$ cat config.mk
export PLATFORM = sky130hd
export DESIGN_NAME = reflex_round_ctrl
export DESIGN_NICKNAME = d
export VERILOG_FILES = /design/src/rtl/reflex_pkg.sv /design/src/rtl/ms_tick_gen.sv /design/src/rtl/reflex_round_ctrl.sv
export SDC_FILE = /design/constraint.sdc
export NUM_CORES = 1
export LEC_CHECK = 0
export ABC_CLOCK_PERIOD_IN_PS = 3400
export CORE_MARGIN = 1
export CORE_UTILIZATION = 45
export DETAILED_ROUTE_END_ITERATION = 6
export PLACE_DENSITY = 0.76
export SLEW_MARGIN = 25
export SYNTH_ARGS = -nofsm -noshare
export SYNTH_HDL_FRONTEND = slang
export SYNTH_SLANG_ARGS = --single-unit
$ cat constraint.sdc
create_clock -name clk -period 3.4 [get_ports clk]
set_input_delay 0.68 -clock clk [delete_from_list [all_inputs] [get_ports clk]]
set_output_delay 0.68 -clock clk [all_outputs]
set_load 0.05 [all_outputs]
$ cat src/rtl/reflex_pkg.sv
// Shared types and constants for the reflex-game round controller.
package reflex_pkg;

  typedef enum logic [2:0] {
    S_IDLE   = 3'd0,
    S_REQ    = 3'd1,
    S_SETTLE = 3'd2,
    S_WAIT   = 3'd3,
    S_NEXT   = 3'd4,
    S_DONE   = 3'd5
  } state_t;

  localparam int BALL_SIZE = 40;
  localparam int SCREEN_W  = 640;
  localparam int SCREEN_H  = 480;
  localparam int MS_W      = 12;

endpackage

$ cat src/rtl/ms_tick_gen.sv
// Free-running clock divider producing a one-cycle tick every TICK_DIV enabled cycles.
module ms_tick_gen #(
  parameter int TICK_DIV = 25000
) (
  input  logic clk,
  input  logic rst,
  input  logic clr,
  input  logic en,
  output logic tick
);

  localparam int CW = (TICK_DIV > 1) ? $clog2(TICK_DIV) : 1;

  logic [CW-1:0] div_reg;
  logic          wrap;

  assign wrap = (div_reg == CW'(TICK_DIV - 1));
  assign tick = en && wrap;

  // clr wins over en so a new round always starts from a full millisecond.
  always_ff @(posedge clk) begin
    if (rst || clr) begin
      div_reg <= '0;
    end else if (en) begin
      div_reg <= wrap ? '0 : div_reg + CW'(1);
    end
  end

endmodule

$ cat src/rtl/reflex_round_ctrl.sv
// Round controller for the reflex game: requests targets, judges hit/miss, tracks score.
// Optional macro REFLEX_CLICK_PENALTY_EN turns an out-of-box click into an immediate miss.
module reflex_round_ctrl #(
  parameter int TICK_DIV   = 25000,
  parameter int TIMEOUT_MS = 2000,
  parameter int ROUNDS     = 10,
  parameter int BALL_SIZE  = reflex_pkg::BALL_SIZE,
  parameter int SETTLE     = 2
) (
  input  logic        clk,
  input  logic        rst,
  input  logic        start,
  input  logic        click,
  input  logic [9:0]  cursorX,
  input  logic [9:0]  cursorY,
  input  logic [9:0]  ballX,
  input  logic [9:0]  ballY,
  output logic        new_ball,
  output logic [9:0]  tgtX,
  output logic [9:0]  tgtY,
  output logic        ball_visible,
  output logic        hit,
  output logic        miss,
  output logic [11:0] react_ms,
  output logic [11:0] best_ms,
  output logic [4:0]  score,
  output logic        done
);

  import reflex_pkg::*;

  state_t          state_reg, state_next;
  logic [7:0]      settle_cnt_reg;
  logic [MS_W-1:0] ms_cnt_reg;
  logic [4:0]      round_reg;
  logic [9:0]      tgt_x_reg, tgt_y_reg;
  logic            hit_reg, miss_reg, done_reg;
  logic [MS_W-1:0] react_reg, best_reg;
  logic [4:0]      score_reg;

  logic            tick;
  logic            settle_last;
  logic            in_box;
  logic            timed_out;
  logic            hit_cond, miss_cond;
  logic            round_last;
  logic            game_start;
  logic [10:0]     cx_ext, cy_ext, bx_ext, by_ext;

  ms_tick_gen #(
    .TICK_DIV(TICK_DIV)
  ) u_tick (
    .clk (clk),
    .rst (rst),
    .clr (settle_last),
    .en  (state_reg == S_WAIT),
    .tick(tick)
  );

  // Box bounds are computed one bit wider so tgt+BALL_SIZE never wraps.
  always_comb begin
    cx_ext = {1'b0, cursorX};
    cy_ext = {1'b0, cursorY};
    bx_ext = {1'b0, tgt_x_reg};
    by_ext = {1'b0, tgt_y_reg};
    in_box = (cx_ext >= bx_ext) && (cx_ext < bx_ext + 11'(BALL_SIZE)) &&
             (cy_ext >= by_ext) && (cy_ext < by_ext + 11'(BALL_SIZE));
  end

  always_comb begin
    settle_last = (state_reg == S_SETTLE) && (settle_cnt_reg == 8'(SETTLE - 1));
    timed_out   = (ms_cnt_reg >= MS_W'(TIMEOUT_MS));
    hit_cond    = (state_reg == S_WAIT) && click && in_box;
`ifdef REFLEX_CLICK_PENALTY_EN
    miss_cond   = (state_reg == S_WAIT) && !hit_cond && (timed_out || click);
`else
    miss_cond   = (state_reg == S_WAIT) && !hit_cond && timed_out;
`endif
    round_last  = ((round_reg + 5'd1) == 5'(ROUNDS));
    game_start  = start && ((state_reg == S_IDLE) || (state_reg == S_DONE));
  end

  always_ff @(posedge clk) begin
    if (rst) begin
      state_reg <= S_IDLE;
    end else begin
      state_reg <= state_next;
    end
  end

  always_comb begin
    state_next = state_reg;
    case (state_reg)
      S_IDLE:   if (game_start) state_next = S_REQ;
      S_REQ:    state_next = S_SETTLE;
      S_SETTLE: if (settle_last) state_next = S_WAIT;
      S_WAIT:   if (hit_cond || miss_cond) state_next = S_NEXT;
      S_NEXT:   state_next = round_last ? S_DONE : S_REQ;
      S_DONE:   if (game_start) state_next = S_REQ;
      default:  state_next = S_IDLE;
    endcase
  end

  always_ff @(posedge clk) begin
    if (rst) begin
      settle_cnt_reg <= '0;
      ms_cnt_reg     <= '0;
      round_reg      <= '0;
      tgt_x_reg      <= '0;
      tgt_y_reg      <= '0;
      hit_reg        <= 1'b0;
      miss_reg       <= 1'b0;
      done_reg       <= 1'b0;
      react_reg      <= '0;
      best_reg       <= '1;
      score_reg      <= '0;
    end else begin
      hit_reg  <= hit_cond;
      miss_reg <= miss_cond;

      if (game_start) begin
        score_reg <= '0;
        done_reg  <= 1'b0;
        round_reg <= '0;
        best_reg  <= '1;
      end

      if (state_reg == S_SETTLE) begin
        settle_cnt_reg <= settle_last ? 8'd0 : settle_cnt_reg + 8'd1;
      end

      if (settle_last) begin
        tgt_x_reg  <= ballX;
        tgt_y_reg  <= ballY;
        ms_cnt_reg <= '0;
      end else if ((state_reg == S_WAIT) && tick) begin
        ms_cnt_reg <= ms_cnt_reg + MS_W'(1);
      end

      if (hit_cond) begin
        react_reg <= ms_cnt_reg;
        score_reg <= score_reg + 5'd1;
        if (ms_cnt_reg < best_reg) begin
          best_reg <= ms_cnt_reg;
        end
      end

      if (state_reg == S_NEXT) begin
        round_reg <= round_reg + 5'd1;
        if (round_last) begin
          done_reg <= 1'b1;
        end
      end
    end
  end

  assign new_ball     = (state_reg == S_REQ);
  assign ball_visible = (state_reg == S_WAIT);
  assign tgtX         = tgt_x_reg;
  assign tgtY         = tgt_y_reg;
  assign hit          = hit_reg;
  assign miss         = miss_reg;
  assign react_ms     = react_reg;
  assign best_ms      = best_reg;
  assign score        = score_reg;
  assign done         = done_reg;

endmodule

==> out/qor.yml, run 1 <==
p_clk_share_pct: 43.3
clock_latency_late_sink_ns: 0.35
setup-tns-final_ns: 0
clock_sinks: 95
p_seq_share_pct: 46.9
synth_fp_nets: 737
cellLeakagePower_nw: 2.72
whs_ns: 0.470
multi_input_area_um2: 3190
tritoncts_clock_tree: "done"
critical_path_class: "register to register"
syn_to_final_growth_pct: 25.8
globalRoute.busiestLayer: "met2"
wire_length_of_the_first_global_routing_pass_um: 21000
die_area_um2: 12400
drt-wirelength-per-cell_um: 14.3
worstPathArrival_ns: 3.37
final_worst_path_period_share_pct: 91.1
power.share.switching_pct: 25.3
holdPathEnd: "done"
endpoint_kind: "register"
synth_top_family_by_area: "simple AND/OR/NAND/NOR gates"
hold_buffers: 0
synth-simple-area-share_pct: 23.0
ys_async_sr_fraction_pct: 0
postSynth.topFlopCell: "sky130_fd_sc_hd__dfxtp_1"
hold_path_startpoint: "done"
reg2regPathDepth: 13
grt_setup_unrepaired: "false"
postSynthCellCount: 638
start_util_pct: 46.6
tightestPinTransition_ns: 0.984
post_synth_fa_ha_maj_area_fraction_pct: 12.8
num_rows: 39
port_bufs: 97
status: "finished, violations left"
clock-skew-final_ns: 0.00762
clock_tree.htree_level_count: 3
route.antenna.remaining_nets: 0
antenna_cells_inserted: 0
num-fill-cells: 1002
ys_seq_area_share_pct: 35.3
globalRouteTotalUtil_pct: 20.7
synth_compound_area_share_pct: 11.4
globalRoute.totalOverflow: 0
total_switching_power_uw: 611
layout_cell_share_with_drive_strength_beyond_1_pct: 5.57
yosysUniqueCellTypes: 55
clock_transition_at_path_regs_ns: 0.07
min-delay-path-class: "register to register"
finalHoldViolations: 0
placedCellCount: 863
drv.max_cap_violation_count: 0
clk_root_buffer_cell: "sky130_fd_sc_hd__clkbuf_16"
max-clock-path-buffers: 2
critPathLaunchType: "register"
worst-path-max-fanout: 8
synthesis.area_um2: 5390
vias: 4729
initialDrtViolationCount: 200
report.final.setup_viol: 0
finalNetCount: 830
hold-path-cell-count: 2
yosys.area_share.xor_xnor_pct: 6.50
failing_checks: "design-rule violations"
pin_count: 98
drt-pass1-iter-count: 7
timing.rr.end: "best_ms[8]"
postSynthRegisterBits: 95
synth_enable_flop_cells: 0
power_report.internal_total_mw: 1.81
finalWorstSetupSlack_ns: 0.302
power.ir.vdd_worst_mv: 0.269
global_placer_s_final_weighted_congestion: 0.970
ff2ff_setup_slack_ns: 0.30
area.sequential_um2: 1900
worst_slew_margin_rel_pct: 34.2
worst_ep_required_time_ns: 3.67
avgViaCountPerCell: 5.38
cts_buffers: 9
syn_area_per_cell_um2: 8.45
grt_max_degree: 31
regToRegStartpoint: "tgtX[3]"
yosysWarnings: 0
combPwrFrac_pct: 9.8
cts_repair_resize_count: 0
max_freq_ghz: 0.323
grt_pass1_vias: 4636
placed_area_um2: 6460
largest_reg_flops: 15
die_w_um: 111
die_height_um: 111
power-per-cell-area_nw_per_um2: 357
floorplan.core_area_um2: 11600
post_cts_repair_timing_setup_buffer_count: 0
met1_track_demand_over_resource_in_global_routing_pct: 24.5
groute.layer.met3.usage_pct: 5.82
muxShareOfSynthArea_pct: 5.22
drt_wl_total_um: 12600
final_design_area_excluding_fillers_um2: 6780
preCtsSetupSlack_ns: 0.0662
initial_antenna_violation_count: 0
final_max_slew_viol_count: 0
detail_route.drc_violations: 12
use_met2_pct: 36.0
detailed_place_hpwl_um: 9230
post-route-min-period_ns: 3.10
instances_no_fill: 879
-- synth_stat cells (3+ instances only) --
library cell | count | area [um2]
sky130_fd_sc_hd__a21o_1 | 5 | 37.5
sky130_fd_sc_hd__a21oi_1 | 39 | 195
sky130_fd_sc_hd__and2_1 | 4 | 25.0
sky130_fd_sc_hd__and3_1 | 11 | 68.8
sky130_fd_sc_hd__buf_2 | 6 | 30.0
sky130_fd_sc_hd__buf_6 | 3 | 33.8
sky130_fd_sc_hd__clkbuf_1 | 12 | 45.0
sky130_fd_sc_hd__dfxtp_1 | 95 | 1900
sky130_fd_sc_hd__ha_1 | 55 | 688
sky130_fd_sc_hd__inv_1 | 46 | 173
sky130_fd_sc_hd__mux2i_1 | 27 | 270
sky130_fd_sc_hd__nand2_1 | 73 | 274
sky130_fd_sc_hd__nand2b_1 | 9 | 56.3
sky130_fd_sc_hd__nand3_1 | 14 | 70.1
sky130_fd_sc_hd__nand4_1 | 13 | 81.3
sky130_fd_sc_hd__nor2_1 | 81 | 304
sky130_fd_sc_hd__nor2b_1 | 5 | 31.3
sky130_fd_sc_hd__nor3_1 | 23 | 115
sky130_fd_sc_hd__nor3b_1 | 5 | 37.5
sky130_fd_sc_hd__nor4bb_1 | 3 | 30.0
sky130_fd_sc_hd__o2111ai_1 | 3 | 26.3
sky130_fd_sc_hd__o21ai_0 | 21 | 105
sky130_fd_sc_hd__or3_1 | 5 | 31.3
sky130_fd_sc_hd__xnor2_1 | 17 | 149
sky130_fd_sc_hd__xor2_1 | 23 | 201
-- power by group through the flow --
stage	combinational (mW)	clock [mW]	sequential (mW)
after global routing	0.261	1.12	1.13
after global placement	0.227	0	1.16
final	0.238	1.05	1.13
after floorplan	0.136	0	1.16
after CTS	0.237	1.06	1.13
after detailed placement	0.234	0	1.16
-- layout by cell type, fill, tap and decap left out, drive strengths merged, types with 3 or more instances in the layout --
cell type	netlist	layout
nor3	23	23
nor2b	5	5
nand4	13	13
a21o	5	5
and3	11	11
inv	46	48
nor2	82	82
or3	5	5
dfxtp	95	95
xnor2	17	17
nor4bb	3	3
mux2i	27	27
a2111oi	4	4
a211oi	4	4
ha	55	55
o21ai	22	22
buf	12	10
xor2	23	23
clkbuf	12	9
clkdlybuf4s50	0	96
nor3b	5	5
a21oi	41	41
clkinv	0	3
o2111ai	4	4
and2	4	4
nand2	73	73
nand3	14	14
nand2b	9	9
-- worst max-delay path, stage by stage, from the launching register on --
cell                        delay (ns)
sky130_fd_sc_hd__dfxtp_1          0.41
sky130_fd_sc_hd__inv_1            0.09
sky130_fd_sc_hd__o21ai_1          0.31
sky130_fd_sc_hd__nand3_1          0.15
sky130_fd_sc_hd__xnor2_1          0.15
sky130_fd_sc_hd__ha_1             0.29
sky130_fd_sc_hd__a21o_1           0.17
sky130_fd_sc_hd__a211oi_2         0.26
sky130_fd_sc_hd__o21ai_0          0.14
sky130_fd_sc_hd__nand3_1          0.18
sky130_fd_sc_hd__o2111ai_4        0.26
sky130_fd_sc_hd__a21oi_2          0.20
sky130_fd_sc_hd__buf_4            0.20
sky130_fd_sc_hd__mux2i_1          0.21
-- how the worst max path moves through the flow --
stage	end	from	slack, ns
finish	best_ms[8]	tgtX[3]	0.30
global route	best_ms[0]	tgtX[3]	0.10
CTS	best_ms[8]	tgtX[3]	0.08
detailed placement	state_reg[0]	cursorY[0]	0.07
global placement	state_reg[0]	cursorY[0]	0.14
floorplan	best_ms[10]	tgtX[3]	0.34
-- area by class of cell --
cell class | count | share of cell area (%)
well taps | 143 | 2.64
repair buffers | 106 | 15.2
flip-flops and latches | 95 | 28.0
clock buffers | 9 | 3.32
inverters | 46 | 2.55
multi-input cells | 473 | 47.0
clock inverters | 7 | 1.20
-- cell families after synthesis --
kind of cell / after synthesis
mux: 28
buf+inv: 70
xor+xnor: 40
compound gates: 92
simple gates: 258
flops: 95
fa+ha+maj: 55
-- metal layers --
metal,part of all wire (%),vias up
met5,0,-
met4,1.9,0
met3,5.4,17
met2,48,123
met1,45,2227
li1,-,2362
-- per-stage QoR --
step / utilization, % / power (mW)
after global routing: 58.6 / 2.51
final: 58.6 / 2.42
after global placement: 55.9 / 1.39
after detailed placement: 55.9 / 1.39
after floorplan: - / 1.30
after CTS: 58.6 / 2.43
(Power assumes the default switching activity.)
==> run 2: changes to the inputs <==
- REMOVE_ABC_BUFFERS: default -> 1
==> out/qor.yml, run 2 (same netlist as run 1, synthesis figures left out) <==
status: "finished, violations left"
failing_checks: "design-rule violations"
port_bufs: 97  # unchanged
total_switching_power_uw: 613  # +0.24%
die_height_um: 111  # unchanged
p_clk_share_pct: 43.9  # +0.6 points
die_area_um2: 12400  # unchanged
wire_length_of_the_first_global_routing_pass_um: 21700  # +3.3%
combPwrFrac_pct: 9.7  # about the same
worst_ep_required_time_ns: 3.67  # about the same
final_cell_mix: "sky130_fd_sc_hd__clkdlybuf4s50_1, sky130_fd_sc_hd__dfxtp_1, sky130_fd_sc_hd__nor2_1"
floorplan.core_area_um2: 11600  # unchanged
pin_count: 98  # unchanged
post-route-min-period_ns: 3.12  # +0.0175 ns
clock_latency_late_sink_ns: 0.36  # about the same
power_mw: 2.44  # +0.98%
detailed_place_hpwl_um: 9430  # +2.2%
drt-pass1-iter-count: 6  # -1
preCtsSetupSlack_ns: 0.199  # +0.133 ns
clock-skew-final_ns: 0.00950  # +0.00189 ns
final_max_slew_viol_count: 0  # unchanged
clk_root_buffer_cell: "sky130_fd_sc_hd__clkbuf_16"
max-clock-path-buffers: 2  # unchanged
drt_wl_total_um: 12800  # +2.1%
regToRegStartpoint: "tgtX[3]"
placed_area_um2: 6470  # +0.15%
cts_buffers: 9  # unchanged
die_w_um: 111  # unchanged
hold_buffers: 0  # unchanged
layout_cell_share_with_drive_strength_beyond_1_pct: 5.31  # -0.26 points
clock_tree.htree_level_count: 3  # unchanged
finalNetCount: 828  # -0.24%
maxUsedRoutingLayer: "met4"
avgViaCountPerCell: 5.35  # -0.58%
num_rows: 39  # unchanged
drt-wirelength-per-cell_um: 14.6  # +2.4%
clock_sinks: 95  # unchanged
min-delay-path-class: "register to register"
final_worst_path_period_share_pct: 91.6  # +0.52 points
worstSetupStartpoint: "tgtX[3]"
endpoint_kind: "register"
globalRouteTotalUtil_pct: 21.4  # +0.71 points
drv.max_cap_violation_count: 0  # unchanged
syn_to_final_growth_pct: 25.9  # about the same
max_freq_ghz: 0.321  # -0.56%
clock_transition_at_path_regs_ns: 0.07  # about the same
final_common_cell: "sky130_fd_sc_hd__clkdlybuf4s50_1"
global_placer_s_final_weighted_congestion: 0.853  # -12%
whs_ns: 0.469  # -0.00130 ns
p_seq_share_pct: 46.4  # -0.5 points
finalHoldViolations: 0  # unchanged
wl_met1_um: 5930  # +4.9%
grt_setup_unrepaired: "false"
worstPathArrival_ns: 3.38  # about the same
num-fill-cells: 1036  # +3.4%
report.final.setup_viol: 0  # unchanged
critPathLaunchType: "register"
grt_max_degree: 49  # +58%
grt_pass1_vias: 4616  # -0.43%
hold_path_startpoint: "done"
antenna_cells_inserted: 0  # unchanged
tritoncts_clock_tree: "done"
cts_repair_resize_count: 0  # unchanged
power.ir.vdd_worst_mv: 0.269  # +0.24%
tightestPinTransition_ns: 0.664  # -0.320 ns
power-per-cell-area_nw_per_um2: 360  # +0.91%
critical_path_class: "register to register"
globalRoute.totalOverflow: 0  # unchanged
fin_util_pct: 58.7  # about the same
worst_slew_margin_rel_pct: 55.7  # +21 points
worst-path-max-fanout: 22  # +14
setup-tns-final_ns: 0  # unchanged
instances_no_fill: 877  # -0.23%
initial_antenna_violation_count: 0  # unchanged
area.sequential_um2: 1900  # unchanged
route.antenna.remaining_nets: 0  # unchanged
detail_route.drc_violations: 12  # unchanged
routed-wl-met3_um: 677  # +0.45%
finalWorstSetupSlack_ns: 0.284  # -0.0175 ns
power_report.internal_total_mw: 1.83  # +1.2%
power.share.switching_pct: 25.1  # -0.18 points
final_design_area_excluding_fillers_um2: 6790  # about the same
multi_input_area_um2: 3180  # -0.35%
cellLeakagePower_nw: 2.72  # about the same
vias: 4691  # -0.80%
post_cts_repair_timing_setup_buffer_count: 0  # unchanged
start_util_pct: 46.6  # unchanged
placedCellCount: 861  # -0.23%
dr_wl_met2_um: 6090  # +1.4%
largest_reg_flops: 15  # unchanged
initialDrtViolationCount: 235  # +18%
## run 2: cell type report
class,instances,share of cell area (%)
Timing Repair Buffer,104,15.4
Sequential cell,95,28.0
Clock inverter,6,1.09
Clock buffer,10,3.52
Tap cell,143,2.64
Inverter,46,2.54
Multi-Input combinational cell,473,46.8
## run 2: path summary, 6_finish.rpt
check	endpoint	slack (ns)	depth (start not counted)
worst min register to register	done	0.47	2
worst max register to register	score[2]	0.28	13
worst max-delay path	score[2]	0.28	13
worst min-delay path	done	0.47	2
## run 2: power groups by stage
stage,logic (mW),registers [mW],clock network [mW]
after floorplan,0.113,1.17,0
after global placement,0.230,1.16,0
after detailed placement,0.236,1.16,0
after CTS,0.238,1.13,1.09
after global routing,0.260,1.13,1.14
final,0.236,1.13,1.07
## run 2: per-layer routing
layer / track usage [%] / up-vias
met5: 0 / -
met4: 6.31 / 0
met3: 5.39 / 12
met2: 36.3 / 106
met1: 26.8 / 2203
li1: - / 2370
## run 2: worst max-delay path, stage by stage (launching register included)
cell and delay, ns:
sky130_fd_sc_hd__dfxtp_1 0.40, sky130_fd_sc_hd__inv_1 0.09, sky130_fd_sc_hd__o21ai_0 0.37, sky130_fd_sc_hd__nand3_1 0.16
sky130_fd_sc_hd__xnor2_1 0.15, sky130_fd_sc_hd__ha_1 0.30, sky130_fd_sc_hd__a21o_1 0.17, sky130_fd_sc_hd__a211oi_2 0.24
sky130_fd_sc_hd__o2111ai_1 0.14, sky130_fd_sc_hd__nand3_1 0.11, sky130_fd_sc_hd__o2111ai_2 0.15, sky130_fd_sc_hd__buf_12 0.20
sky130_fd_sc_hd__or4b_1 0.47, sky130_fd_sc_hd__o221ai_1 0.08
==> run 3: changes to the inputs <==
- ABC_CLOCK_PERIOD_IN_PS: 3400 -> 3350
- MAX_ROUTING_LAYER: default -> met4
- clock period: 3.4 -> 3.35 ns (I/O delays scaled with it)
==> out/qor.yml, run 3 (same netlist as run 1, synthesis figures left out) <==
status: "finished, violations left"
failing_checks: "design-rule violations"
port_bufs: 97  # unchanged
setup-tns-final_ns: 0  # unchanged
grt_pass1_vias: 4716  # +2.2%
endpoint_kind: "register"
report.final.setup_viol: 0  # unchanged
detailed_place_hpwl_um: 9560  # +1.4%
post-route-min-period_ns: 3.05
p_clk_share_pct: 44.9  # +1.0 points
grt_max_degree: 48  # -2.0%
syn_to_final_growth_pct: 26.7
min-delay-path-class: "register to register"
grt_setup_unrepaired: "false"
final_cell_mix: "sky130_fd_sc_hd__clkdlybuf4s50_1, sky130_fd_sc_hd__dfxtp_1, sky130_fd_sc_hd__nor2_1"
globalRouteTotalUtil_pct: 22.2  # +0.76 points
antenna_cells_inserted: 0  # unchanged
power_report.internal_total_mw: 1.93  # +5.4%
vias: 4704  # +0.28%
die_height_um: 111  # unchanged
clock_tree.htree_level_count: 3  # unchanged
clock_transition_at_path_regs_ns: 0.07  # about the same
globalRoute.totalOverflow: 0  # unchanged
regToRegStartpoint: "tgtX[3]"
total_switching_power_uw: 598  # -2.3%
worst_ep_required_time_ns: 3.57  # -0.10 ns
placedCellCount: 865  # +0.46%
clk_root_buffer_cell: "sky130_fd_sc_hd__clkbuf_16"
power.share.switching_pct: 23.7  # -1.4 points
global_placer_s_final_weighted_congestion: 0.829  # -2.8%
finalNetCount: 832  # +0.48%
tightestPinTransition_ns: 0.695  # +0.0306 ns
hold_path_startpoint: "done"
drv.max_cap_violation_count: 0  # unchanged
num_rows: 39  # unchanged
fin_util_pct: 59.1  # +0.38 points
num-fill-cells: 1007  # -2.8%
initial_antenna_violation_count: 0  # unchanged
drt-wirelength-per-cell_um: 14.8  # +1.4%
start_util_pct: 46.6  # unchanged
worstSetupStartpoint: "cursorY[7]"
detail_route.drc_violations: 12  # unchanged
clock_latency_late_sink_ns: 0.35  # about the same
finalHoldViolations: 0  # unchanged
drt_wl_total_um: 13100  # +1.7%
die_area_um2: 12400  # unchanged
layout_cell_share_with_drive_strength_beyond_1_pct: 5.70  # +0.39 points
initialDrtViolationCount: 293  # +25%
cellLeakagePower_nw: 2.75  # +0.98%
critical_path_class: "input pin to register"
final_max_slew_viol_count: 0  # unchanged
p_seq_share_pct: 45.5  # -0.9 points
floorplan.core_area_um2: 11600  # unchanged
clock_sinks: 95  # unchanged
max-clock-path-buffers: 2  # unchanged
die_w_um: 111  # unchanged
avgViaCountPerCell: 5.35  # about the same
power-per-cell-area_nw_per_um2: 370  # +2.8%
tritoncts_clock_tree: "done"
critPathLaunchType: "input pin"
final_common_cell: "sky130_fd_sc_hd__clkdlybuf4s50_1"
route.antenna.remaining_nets: 0  # unchanged
cts_buffers: 9  # unchanged
final_worst_path_period_share_pct: 90.9
worst-path-max-fanout: 10  # -55%
whs_ns: 0.467  # -0.00212 ns
power.ir.vdd_worst_mv: 0.327  # +21%
worst_slew_margin_rel_pct: 53.7  # -2.0 points
hold_buffers: 0  # unchanged
max_freq_ghz: 0.328
pin_count: 98  # unchanged
combPwrFrac_pct: 9.5  # -0.2 points
wire_length_of_the_first_global_routing_pass_um: 21800  # +0.57%
largest_reg_flops: 15  # unchanged
drt-pass1-iter-count: 7  # +1
instances_no_fill: 880  # +0.34%
worstPathArrival_ns: 3.26  # -0.12 ns
clock-skew-final_ns: 0.0101  # +0.000558 ns
[run 3: power by group through the flow]
stage	logic, mW	clock network [mW]	registers [mW]
3_3_place_gp	0.234	0	1.18
4_1_cts	0.241	1.15	1.15
5_1_grt	0.268	1.21	1.15
6_report	0.241	1.13	1.15
2_1_floorplan	0.115	0	1.18
3_5_place_dp	0.239	0	1.18
[run 3: worst paths after layout]
kind | slack (ns) | end | depth (start not counted)
min | 0.47 | done | 2
max | 0.30 | react_ms[6] | 9
min reg2reg | 0.47 | done | 2
max reg2reg | 0.33 | score[2] | 12
[run 3: through the flow]
step | setup slack (ns) | instance area [um2] | power (mW)
after floorplan | -0.490 | 5250 | 1.30
after global placement | -0.0222 | 6490 | 1.41
after detailed placement | -0.112 | 6490 | 1.42
after CTS | 0.195 | 6820 | 2.54
after global routing | 0.0700 | 6830 | 2.63
final | 0.304 | 6830 | 2.53
[run 3: repair_timing]
action	in CTS	in global routing
buffers inserted	0	0
gates resized for setup	0	1
endpoints found under the hold margin	0	0
endpoints found under the setup margin	0	13
[run 3: layout make-up]
type                       count  area [um2]  share of cell area [%]
clock buffer                  10         239                    3.50
clock inverter                 5        88.8                    1.30
inverter                      46         173                    2.53
multi-input combinational    473        3190                    46.7
sequential                    95        1900                    27.8
tap                          143         179                    2.62
timing repair buffer         108        1060                    15.5
[run 3: metal layers]
metal  vias up  part of all wire (%)  GRT usage (%)
met5         -                     0              -
met4         0                   1.4           6.76
met3        13                   4.8           4.63
met2       114                    49           38.0
met1      2204                    45           26.1
li1       2373                     -              -
[run 3: critical path, stage by stage]
cell and delay (ns):
sky130_fd_sc_hd__clkdlybuf4s50_1 0.45, sky130_fd_sc_hd__ha_1 0.33, sky130_fd_sc_hd__a21o_1 0.17, sky130_fd_sc_hd__a2111oi_0 0.54
sky130_fd_sc_hd__nand3_1 0.27, sky130_fd_sc_hd__o2111ai_4 0.26, sky130_fd_sc_hd__buf_4 0.28, sky130_fd_sc_hd__mux2i_1 0.22
sky130_fd_sc_hd__nor2_1 0.06
